--- config.mk ---
export PLATFORM = sky130hd
export DESIGN_NAME = jk_bank_driver_flat
export DESIGN_NICKNAME = d
export VERILOG_FILES = /design/src/rtl/jk_bank_driver_if.sv /design/src/rtl/jk_bank_driver.sv /design/src/flat_wrapper.sv
export SDC_FILE = /design/constraint.sdc
export NUM_CORES = 1
export LEC_CHECK = 0
export ABC_AREA = 0
export BUFFER_PORTS_ARGS = -buffer_cell sky130_fd_sc_hd__buf_2
export CAP_MARGIN = 20
export CORE_MARGIN = 2
export CORE_UTILIZATION = 40
export DETAILED_ROUTE_END_ITERATION = 8
export SLEW_MARGIN = 20
export SYNTH_ARGS = -nofsm -noshare
export SYNTH_HDL_FRONTEND = slang
export SYNTH_SLANG_ARGS = --single-unit
--- constraint.sdc ---
create_clock -name CLK -period 2.06 [get_ports CLK]
set_clock_uncertainty 0.15 [all_clocks]
set_input_delay 0.309 -clock CLK [delete_from_list [all_inputs] [get_ports CLK]]
set_output_delay 0.309 -clock CLK [all_outputs]
set_load 0.05 [all_outputs]
--- src/rtl/jk_bank_driver_if.sv ---
// Command, feedback and excitation bundle between jk_bank_driver and its environment.
// The DUT binds to the slave modport; the commander and bank model bind to master.
interface jk_bank_driver_if #(
    parameter int WIDTH = 4
);
    logic             cmd_valid;
    logic             cmd_ready;
    logic [1:0]       cmd_op;
    logic [WIDTH-1:0] cmd_data;
    logic [WIDTH-1:0] q_fb;
    logic [WIDTH-1:0] J;
    logic [WIDTH-1:0] K;
    logic [WIDTH-1:0] target;
    logic             done;
    logic             err;

    modport master (
        output cmd_valid, cmd_op, cmd_data, q_fb,
        input  cmd_ready, J, K, target, done, err
    );

    modport slave (
        input  cmd_valid, cmd_op, cmd_data, q_fb,
        output cmd_ready, J, K, target, done, err
    );
endinterface

--- src/rtl/jk_bank_driver.sv ---
// J/K excitation driver for an external JK bank with Q-feedback verify and bounded retry.
// Latency: done one posedge after the accept edge on a correct bank; each retry adds one cycle.
// Backpressure: cmd_ready low outside IDLE and during the done cycle; JK_TOGGLE_EN selects toggle excitation.
module jk_bank_driver #(
    parameter int WIDTH     = 4,
    parameter int MAX_RETRY = 3
) (
    input  logic                 CLK,
    input  logic                 reset,
    jk_bank_driver_if.slave      bus
);
    localparam int RW = (MAX_RETRY < 1) ? 1 : $clog2(MAX_RETRY + 1);
    localparam logic [RW-1:0] RETRY_MAX = RW'(MAX_RETRY);

    localparam logic [1:0] OP_HOLD  = 2'b00;
    localparam logic [1:0] OP_LOAD  = 2'b01;
    localparam logic [1:0] OP_INCR  = 2'b10;
    localparam logic [1:0] OP_CLEAR = 2'b11;

    typedef enum logic [1:0] {
        IDLE  = 2'd0,
        DRIVE = 2'd1,
        ERROR = 2'd2
    } state_t;

    state_t           state, state_d;
    logic [WIDTH-1:0] j_q, j_d, k_q, k_d;
    logic [WIDTH-1:0] target_q, target_d;
    logic             done_q, done_d;
    logic             err_q, err_d;
    logic             ready_q, ready_d;
    logic [RW-1:0]    retry_cnt, retry_d;
    logic [WIDTH-1:0] new_tgt;

    function automatic logic [WIDTH-1:0] excite_j(input logic [WIDTH-1:0] base,
                                                  input logic [WIDTH-1:0] tgt);
`ifdef JK_TOGGLE_EN
        return base ^ tgt;
`else
        return ~base & tgt;
`endif
    endfunction

    function automatic logic [WIDTH-1:0] excite_k(input logic [WIDTH-1:0] base,
                                                  input logic [WIDTH-1:0] tgt);
`ifdef JK_TOGGLE_EN
        return base ^ tgt;
`else
        return base & ~tgt;
`endif
    endfunction

    always_comb begin
        new_tgt = bus.q_fb;
        case (bus.cmd_op)
            OP_HOLD:  new_tgt = bus.q_fb;
            OP_LOAD:  new_tgt = bus.cmd_data;
            OP_INCR:  new_tgt = bus.q_fb + WIDTH'(1);
            OP_CLEAR: new_tgt = '0;
            default:  new_tgt = bus.q_fb;
        endcase
    end

    always_comb begin
        state_d  = state;
        j_d      = '0;
        k_d      = '0;
        target_d = target_q;
        done_d   = 1'b0;
        err_d    = err_q;
        retry_d  = retry_cnt;
        case (state)
            IDLE: begin
                if (bus.cmd_valid && ready_q) begin
                    target_d = new_tgt;
                    j_d      = excite_j(bus.q_fb, new_tgt);
                    k_d      = excite_k(bus.q_fb, new_tgt);
                    retry_d  = '0;
                    state_d  = DRIVE;
                end
            end
            DRIVE: begin
                // The bank has already taken this cycle's J/K at the intervening negedge.
                if (bus.q_fb == target_q) begin
                    state_d = IDLE;
                    done_d  = 1'b1;
                    retry_d = '0;
                end else if (retry_cnt < RETRY_MAX) begin
                    j_d     = excite_j(bus.q_fb, target_q);
                    k_d     = excite_k(bus.q_fb, target_q);
                    retry_d = retry_cnt + RW'(1);
                end else begin
                    state_d = ERROR;
                    err_d   = 1'b1;
                end
            end
            ERROR: begin
                state_d = ERROR;
            end
            default: begin
                state_d = IDLE;
            end
        endcase
        ready_d = (state_d == IDLE) && !done_d;
    end

    always_ff @(posedge CLK or negedge reset) begin
        if (!reset) begin
            state     <= IDLE;
            j_q       <= '0;
            k_q       <= '0;
            target_q  <= '0;
            done_q    <= 1'b0;
            err_q     <= 1'b0;
            ready_q   <= 1'b0;
            retry_cnt <= '0;
        end else begin
            state     <= state_d;
            j_q       <= j_d;
            k_q       <= k_d;
            target_q  <= target_d;
            done_q    <= done_d;
            err_q     <= err_d;
            ready_q   <= ready_d;
            retry_cnt <= retry_d;
        end
    end

    assign bus.J         = j_q;
    assign bus.K         = k_q;
    assign bus.target    = target_q;
    assign bus.done      = done_q;
    assign bus.err       = err_q;
    assign bus.cmd_ready = ready_q;
endmodule

--- src/flat_wrapper.sv ---
// flat-port wrapper written by rule: the top's interface ports become plain ports
module jk_bank_driver_flat 
#(
    parameter int WIDTH     = 4,
    parameter int MAX_RETRY = 3
)
  (CLK, reset, bus_cmd_valid, bus_cmd_op, bus_cmd_data, bus_q_fb, bus_cmd_ready, bus_J, bus_K, bus_target, bus_done, bus_err);
  jk_bank_driver_if #(.WIDTH(WIDTH)) bus_i ();
  input  logic CLK;
  input  logic reset;
  input wire logic [$bits(bus_i.cmd_valid)-1:0] bus_cmd_valid;
  input wire logic [$bits(bus_i.cmd_op)-1:0] bus_cmd_op;
  input wire logic [$bits(bus_i.cmd_data)-1:0] bus_cmd_data;
  input wire logic [$bits(bus_i.q_fb)-1:0] bus_q_fb;
  output wire logic [$bits(bus_i.cmd_ready)-1:0] bus_cmd_ready;
  output wire logic [$bits(bus_i.J)-1:0] bus_J;
  output wire logic [$bits(bus_i.K)-1:0] bus_K;
  output wire logic [$bits(bus_i.target)-1:0] bus_target;
  output wire logic [$bits(bus_i.done)-1:0] bus_done;
  output wire logic [$bits(bus_i.err)-1:0] bus_err;
  assign bus_i.cmd_valid = bus_cmd_valid;
  assign bus_i.cmd_op = bus_cmd_op;
  assign bus_i.cmd_data = bus_cmd_data;
  assign bus_i.q_fb = bus_q_fb;
  assign bus_cmd_ready = bus_i.cmd_ready;
  assign bus_J = bus_i.J;
  assign bus_K = bus_i.K;
  assign bus_target = bus_i.target;
  assign bus_done = bus_i.done;
  assign bus_err = bus_i.err;
  jk_bank_driver #(.WIDTH(WIDTH), .MAX_RETRY(MAX_RETRY)) u_core (.CLK(CLK), .reset(reset), .bus(bus_i));
endmodule
==> results of run 1 <==
-- cell usage after synthesis, types with 3 or more instances --
| cell | number |
|---|---|
| o2bb2ai_1 | 4 |
| nor2b_1 | 4 |
| o21ai_0 | 3 |
| nor2_1 | 3 |
| buf_2 | 3 |
| nand2_1 | 8 |
| ha_1 | 10 |
| a32o_1 | 6 |
| a21oi_1 | 4 |
| dfrtp_1 | 19 |
| inv_1 | 10 |
-- state kept, by name (all words and copies together) (netlist names) --
register and count:
u_core.bus.target 4, u_core.bus.done 1, u_core.bus.K 4, u_core.state 2, u_core.bus.err 1, u_core.bus.J 4, u_core.bus.cmd_ready 1, u_core.retry_cnt 2
-- final timing paths --
kind / start / endpoint / slack (ps) / cells after the start
worst min register to register: u_core.bus.err / u_core.bus.err / 320 / 1
worst min-delay path: bus_cmd_data[2] / u_core.bus.target[2] / 180 / 3
worst max register to register: u_core.bus.target[3] / u_core.bus.J[2] / 240 / 5
min in group asynchronous: reset / u_core.bus.target[3] / 320 / 2
worst max-delay path: u_core.bus.target[3] / u_core.bus.J[2] / 240 / 5
max in group asynchronous: reset / u_core.bus.K[0] / 1150 / 2
-- final cells by class --
cell class | instances | area [µm²] | area share
Multi-Input combinational cell | 70 | 549 | 0.432
Inverter | 10 | 37.5 | 0.0295
Tap cell | 30 | 37.5 | 0.0295
Sequential cell | 19 | 475 | 0.374
Clock buffer | 4 | 26.3 | 0.0207
Timing Repair Buffer | 28 | 145 | 0.114
-- routing by layer --
metal,routed length [µm],share of wire,GRT usage
met5,0,0,0
met1,1090,0.49,0.229
met4,15,0.0067,0.0408
met3,129,0.058,0.0558
met2,1010,0.45,0.252
-- metrics by stage --
step | instance area, µm² | power (mW) | utilization | worst slack, ps | cells
4_1_cts | 1270 | 0.639 | 0.504 | 242 | 161
5_1_grt | 1270 | 0.667 | 0.504 | 83.3 | 161
6_report | 1270 | 0.625 | 0.504 | 237 | 161
2_1_floorplan | 1080 | 0.412 | - | 155 | 102
3_3_place_gp | 1230 | 0.446 | 0.490 | 298 | 156
3_5_place_dp | 1230 | 0.447 | 0.490 | 239 | 156
-- critical path, stage by stage (launching register included) --
cell and delay, ps:
dfrtp_1 390, inv_1 70, ha_1 290, nand4_1 180, nor3b_4 470, a32o_1 200
-- power by group --
group	total, mW	leakage [nW]	internal, mW	switching [mW]
sequential	0.373	0.250	0.373	0
clock	0.184	0.0150	0.0754	0.109
combinational	0.0684	0.398	0.0265	0.0420
-- kinds of logic after synthesis --
| logic type | count (synthesis) | share of synthesized area |
|---|---|---|
| AND/OR/NAND/NOR | 30 | 0.173 |
| AO/OA/AOI/OAI | 26 | 0.184 |
| flip-flops | 19 | 0.441 |
| buffers and inverters | 13 | 0.0488 |
| adder cells (fa/ha/maj) | 10 | 0.116 |
| multiplexers | 3 | 0.0290 |
| XOR/XNOR | 1 | 0.00813 |
==> flow_metrics.tcl, run 1 <==
set metrics [dict create \
    status "completed" \
    slew_violations 0 \
    arrival_ps 1910 \
    rsz0062_at_grt "false" \
    cts_resized 0 \
    synth-edff-count 0 \
    ys.flop_type "dfrtp_1" \
    grt_pass1_wl_mm 4.08 \
    synth_area_leaders "dfrtp_1, ha_1, a32o_1" \
    core_um2 2520 \
    dr_total_vias 862 \
    power_density_nw_per_um2 492 \
    hold-worst-slack_ps 184 \
    synth_cell_type_count 33 \
    layout_common_cells "buf_2, dfrtp_1, inv_1, ha_1, nand2_1" \
    die_h_um 55.9 \
    critPathRequiredTime_ps 2140 \
    cts.sinks 19 \
    antenna_cells 0 \
    layout-drive-gt1-share 0.244 \
    setup-tns-final_ps 0 \
    start_util 0.427 \
    ys_seq_area_frac 0.441 \
    drv_cap 0 \
    grt_overflow 0 \
    drcViolationCount 0 \
    cts_root_buf "clkbuf_4" \
    antenna_found_initial 0 \
    yosys.area.top_type "dfrtp_1" \
    fmax_mhz 548 \
    synth.net_count 125 \
    dieArea_um2 3120 \
    clk_latency_ps 290 \
    clkTransAtPathRegs_ps 100 \
    grt.total_usage 0.166 \
    min_period_ps 1820 \
    grt_max_degree 20 \
    cts_tree "done" \
    synth.cell_area_um2 1080 \
    path_class "reg -> reg" \
    syn_area_per_cell_um2 10.6 \
    synth_warnings 0 \
    wl_per_cell_um 13.9 \
    die_w_um 55.9 \
    endpoint_kind "flip-flop" \
    drt-total-wl_mm 2.24 \
    grt_pass1_vias 861 \
    worstPathMaxFanout 9 \
    syn_inst 102 \
    dr.pass1.iters 4 \
    synth_top_area_share 0.441 \
    async_flop_share 1.00 \
    finalNetCount 155 \
    clk_path_buf_depth 2 \
    cp-start-kind "flip-flop" \
    drtIter0Drc 23 \
    vias_per_cell 5.35 \
    holdCritPathClass "in -> reg" \
    post_cts_buffers 0 \
    gp_congestion 0.787 \
    num_io_pins 28 \
    area_growth_syn_to_layout_pct 18.0 \
    core.rowCount 18 \
    h-tree-depth 1 \
    power_leakage_nw 0.662 \
    final_antenna_net_count 0 \
    ys_seq_elements 19 \
    port_buffers 27 \
    vdd_ir_drop_max_uv 376 \
    final_common_cell "buf_2" \
    finalSetupViolations 0 \
    numCtsBuffers 3 \
    fill_cells 242 \
    relSlewSlack 0.691 \
    hold_violations 0 \
    hold_buffers 1 \
    tightestPinTransition_ps 463 \
    post-route-period-util 0.885 \
    dp_hpwl_mm 1.69 \
]
No activity file was read; power rests on OpenSTA's default activity.
==> inputs of run 2 (changes only) <==
Settings changed: CORE_ASPECT_RATIO from default to 0.6.
==> run 2 against run 1 <==
Net effect:
- core utilization up 0.84 points
- worst setup slack got worse by 24 ps
- sequential cell count unchanged
==> flow_metrics.tcl, run 2 (synthesis gave the netlist of run 1 again) <==
set metrics [dict create \
    num_io_pins 28 \
    dp_hpwl_mm 1.74 \
    dr_total_vias 844 \
    dieArea_um2 3140 \
    clk_latency_ps 250 \
    grt.total_usage 0.161 \
    relSlewSlack 0.681 \
    arrival_ps 1880 \
    endpoint_kind "flip-flop" \
    power_density_nw_per_um2 535 \
    dr.pass1.iters 4 \
    drv_cap 0 \
    area_growth_syn_to_layout_pct 20.0 \
    cts_resized 0 \
    dp_slack_ps 267 \
    fill_cells 246 \
    cts_root_buf "clkbuf_8" \
    status "completed" \
    drt-total-wl_mm 2.25 \
    grt_max_degree 20 \
    regArea_um2 475 \
    cts_tree "done" \
    core.rowCount 14 \
    antenna_cells 0 \
    h-tree-depth 1 \
    drcViolationCount 0 \
    vias_per_cell 5.18 \
    route.met3.wl_um 90 \
    path_class "reg -> reg" \
    port_buffers 27 \
    clkTransAtPathRegs_ps 70 \
    antenna_found_initial 0 \
    finalNetCount 155 \
    die_h_um 44.2 \
    start_util 0.427 \
    utilization 0.512 \
    die_w_um 71.0 \
    cts.sinks 19 \
    tightestPinTransition_ps 478 \
    cp-start-kind "flip-flop" \
    multi_input_area_um2 549 \
    grt_pass1_vias 788 \
    final_common_cell "buf_2" \
    grt_pass1_wl_mm 3.76 \
    numCtsBuffers 3 \
    setup-tns-final_ps 0 \
    post_cts_buffers 0 \
    rsz0062_at_grt "false" \
    core_um2 2520 \
    clk_path_buf_depth 2 \
    power_leakage_nw 0.670 \
    slew_violations 0 \
    routed.top_layer "met3" \
    gp_congestion 0.861 \
    grt_overflow 0 \
    layout-drive-gt1-share 0.244 \
    layout_common_cells "buf_2, dfrtp_1, inv_1, ha_1, nand2_1" \
    setup_ws_ps 212 \
    final_antenna_net_count 0 \
    hold_violations 0 \
    r2r_slack_ps 210 \
    fmax_mhz 541 \
    drtIter0Drc 40 \
    finalSetupViolations 0 \
    critPathRequiredTime_ps 2100 \
    power_mw 0.691 \
    hold-worst-slack_ps 218 \
    vdd_ir_drop_max_uv 356 \
    wl_met2_um 917 \
    wl_per_cell_um 13.8 \
    worstPathMaxFanout 9 \
    min_period_ps 1850 \
    holdCritPathClass "in -> reg" \
    post-route-period-util 0.897 \
    wl_met1_mm 1.25 \
]
-- run 2: power by group --
group | switching (mW) | leakage, nW | internal [mW]
Clock | 0.113 | 0.0228 | 0.137
Sequential | 0 | 0.250 | 0.373
Combinational | 0.0414 | 0.398 | 0.0265
Total | 0.154 | 0.670 | 0.537
-- run 2: what timing repair did --
action / in CTS / in global routing
hold endpoints to repair: 19 / 0
endpoints found under the setup margin: 0 / 0
hold buffers: 1 / 0
-- run 2: path summary, 6_finish.rpt --
path,start,to,depth (start not counted)
min,bus_cmd_data[2],u_core.bus.target[2],3
min reg2reg,u_core.bus.err,u_core.bus.err,1
min in group asynchronous,reset,u_core.bus.target[3],2
max in group asynchronous,reset,u_core.bus.target[2],2
max reg2reg,u_core.bus.target[3],u_core.bus.K[2],5
max,u_core.bus.target[3],u_core.bus.K[2],5
-- run 2: routing by layer --
layer / global-route usage / up-vias
met2: 0.224 / 13
li1: - / 429
met1: 0.244 / 402
met5: 0 / -
met3: 0.0524 / 0
met4: 0.0340 / 0
-- run 2: stage by stage --
step	instances	instance area [µm²]
2_1_floorplan	102	1080
3_3_place_gp	158	1240
3_5_place_dp	158	1240
4_1_cts	163	1290
5_1_grt	163	1290
6_report	163	1290
-- run 2: final cells by class --
class	instances	share of cell area
inverters	10	0.0290
clock buffers	4	0.0348
repair buffers	28	0.112
well taps	32	0.0310
multi-input cells	70	0.425
flip-flops and latches	19	0.368
-- run 2: worst max-delay path, cell delays in order, from the launching register on --
cell and delay, ps:
dfrtp_1 410, inv_1 80, ha_1 300, nand4_1 180
nor3b_4 450, a32o_1 210
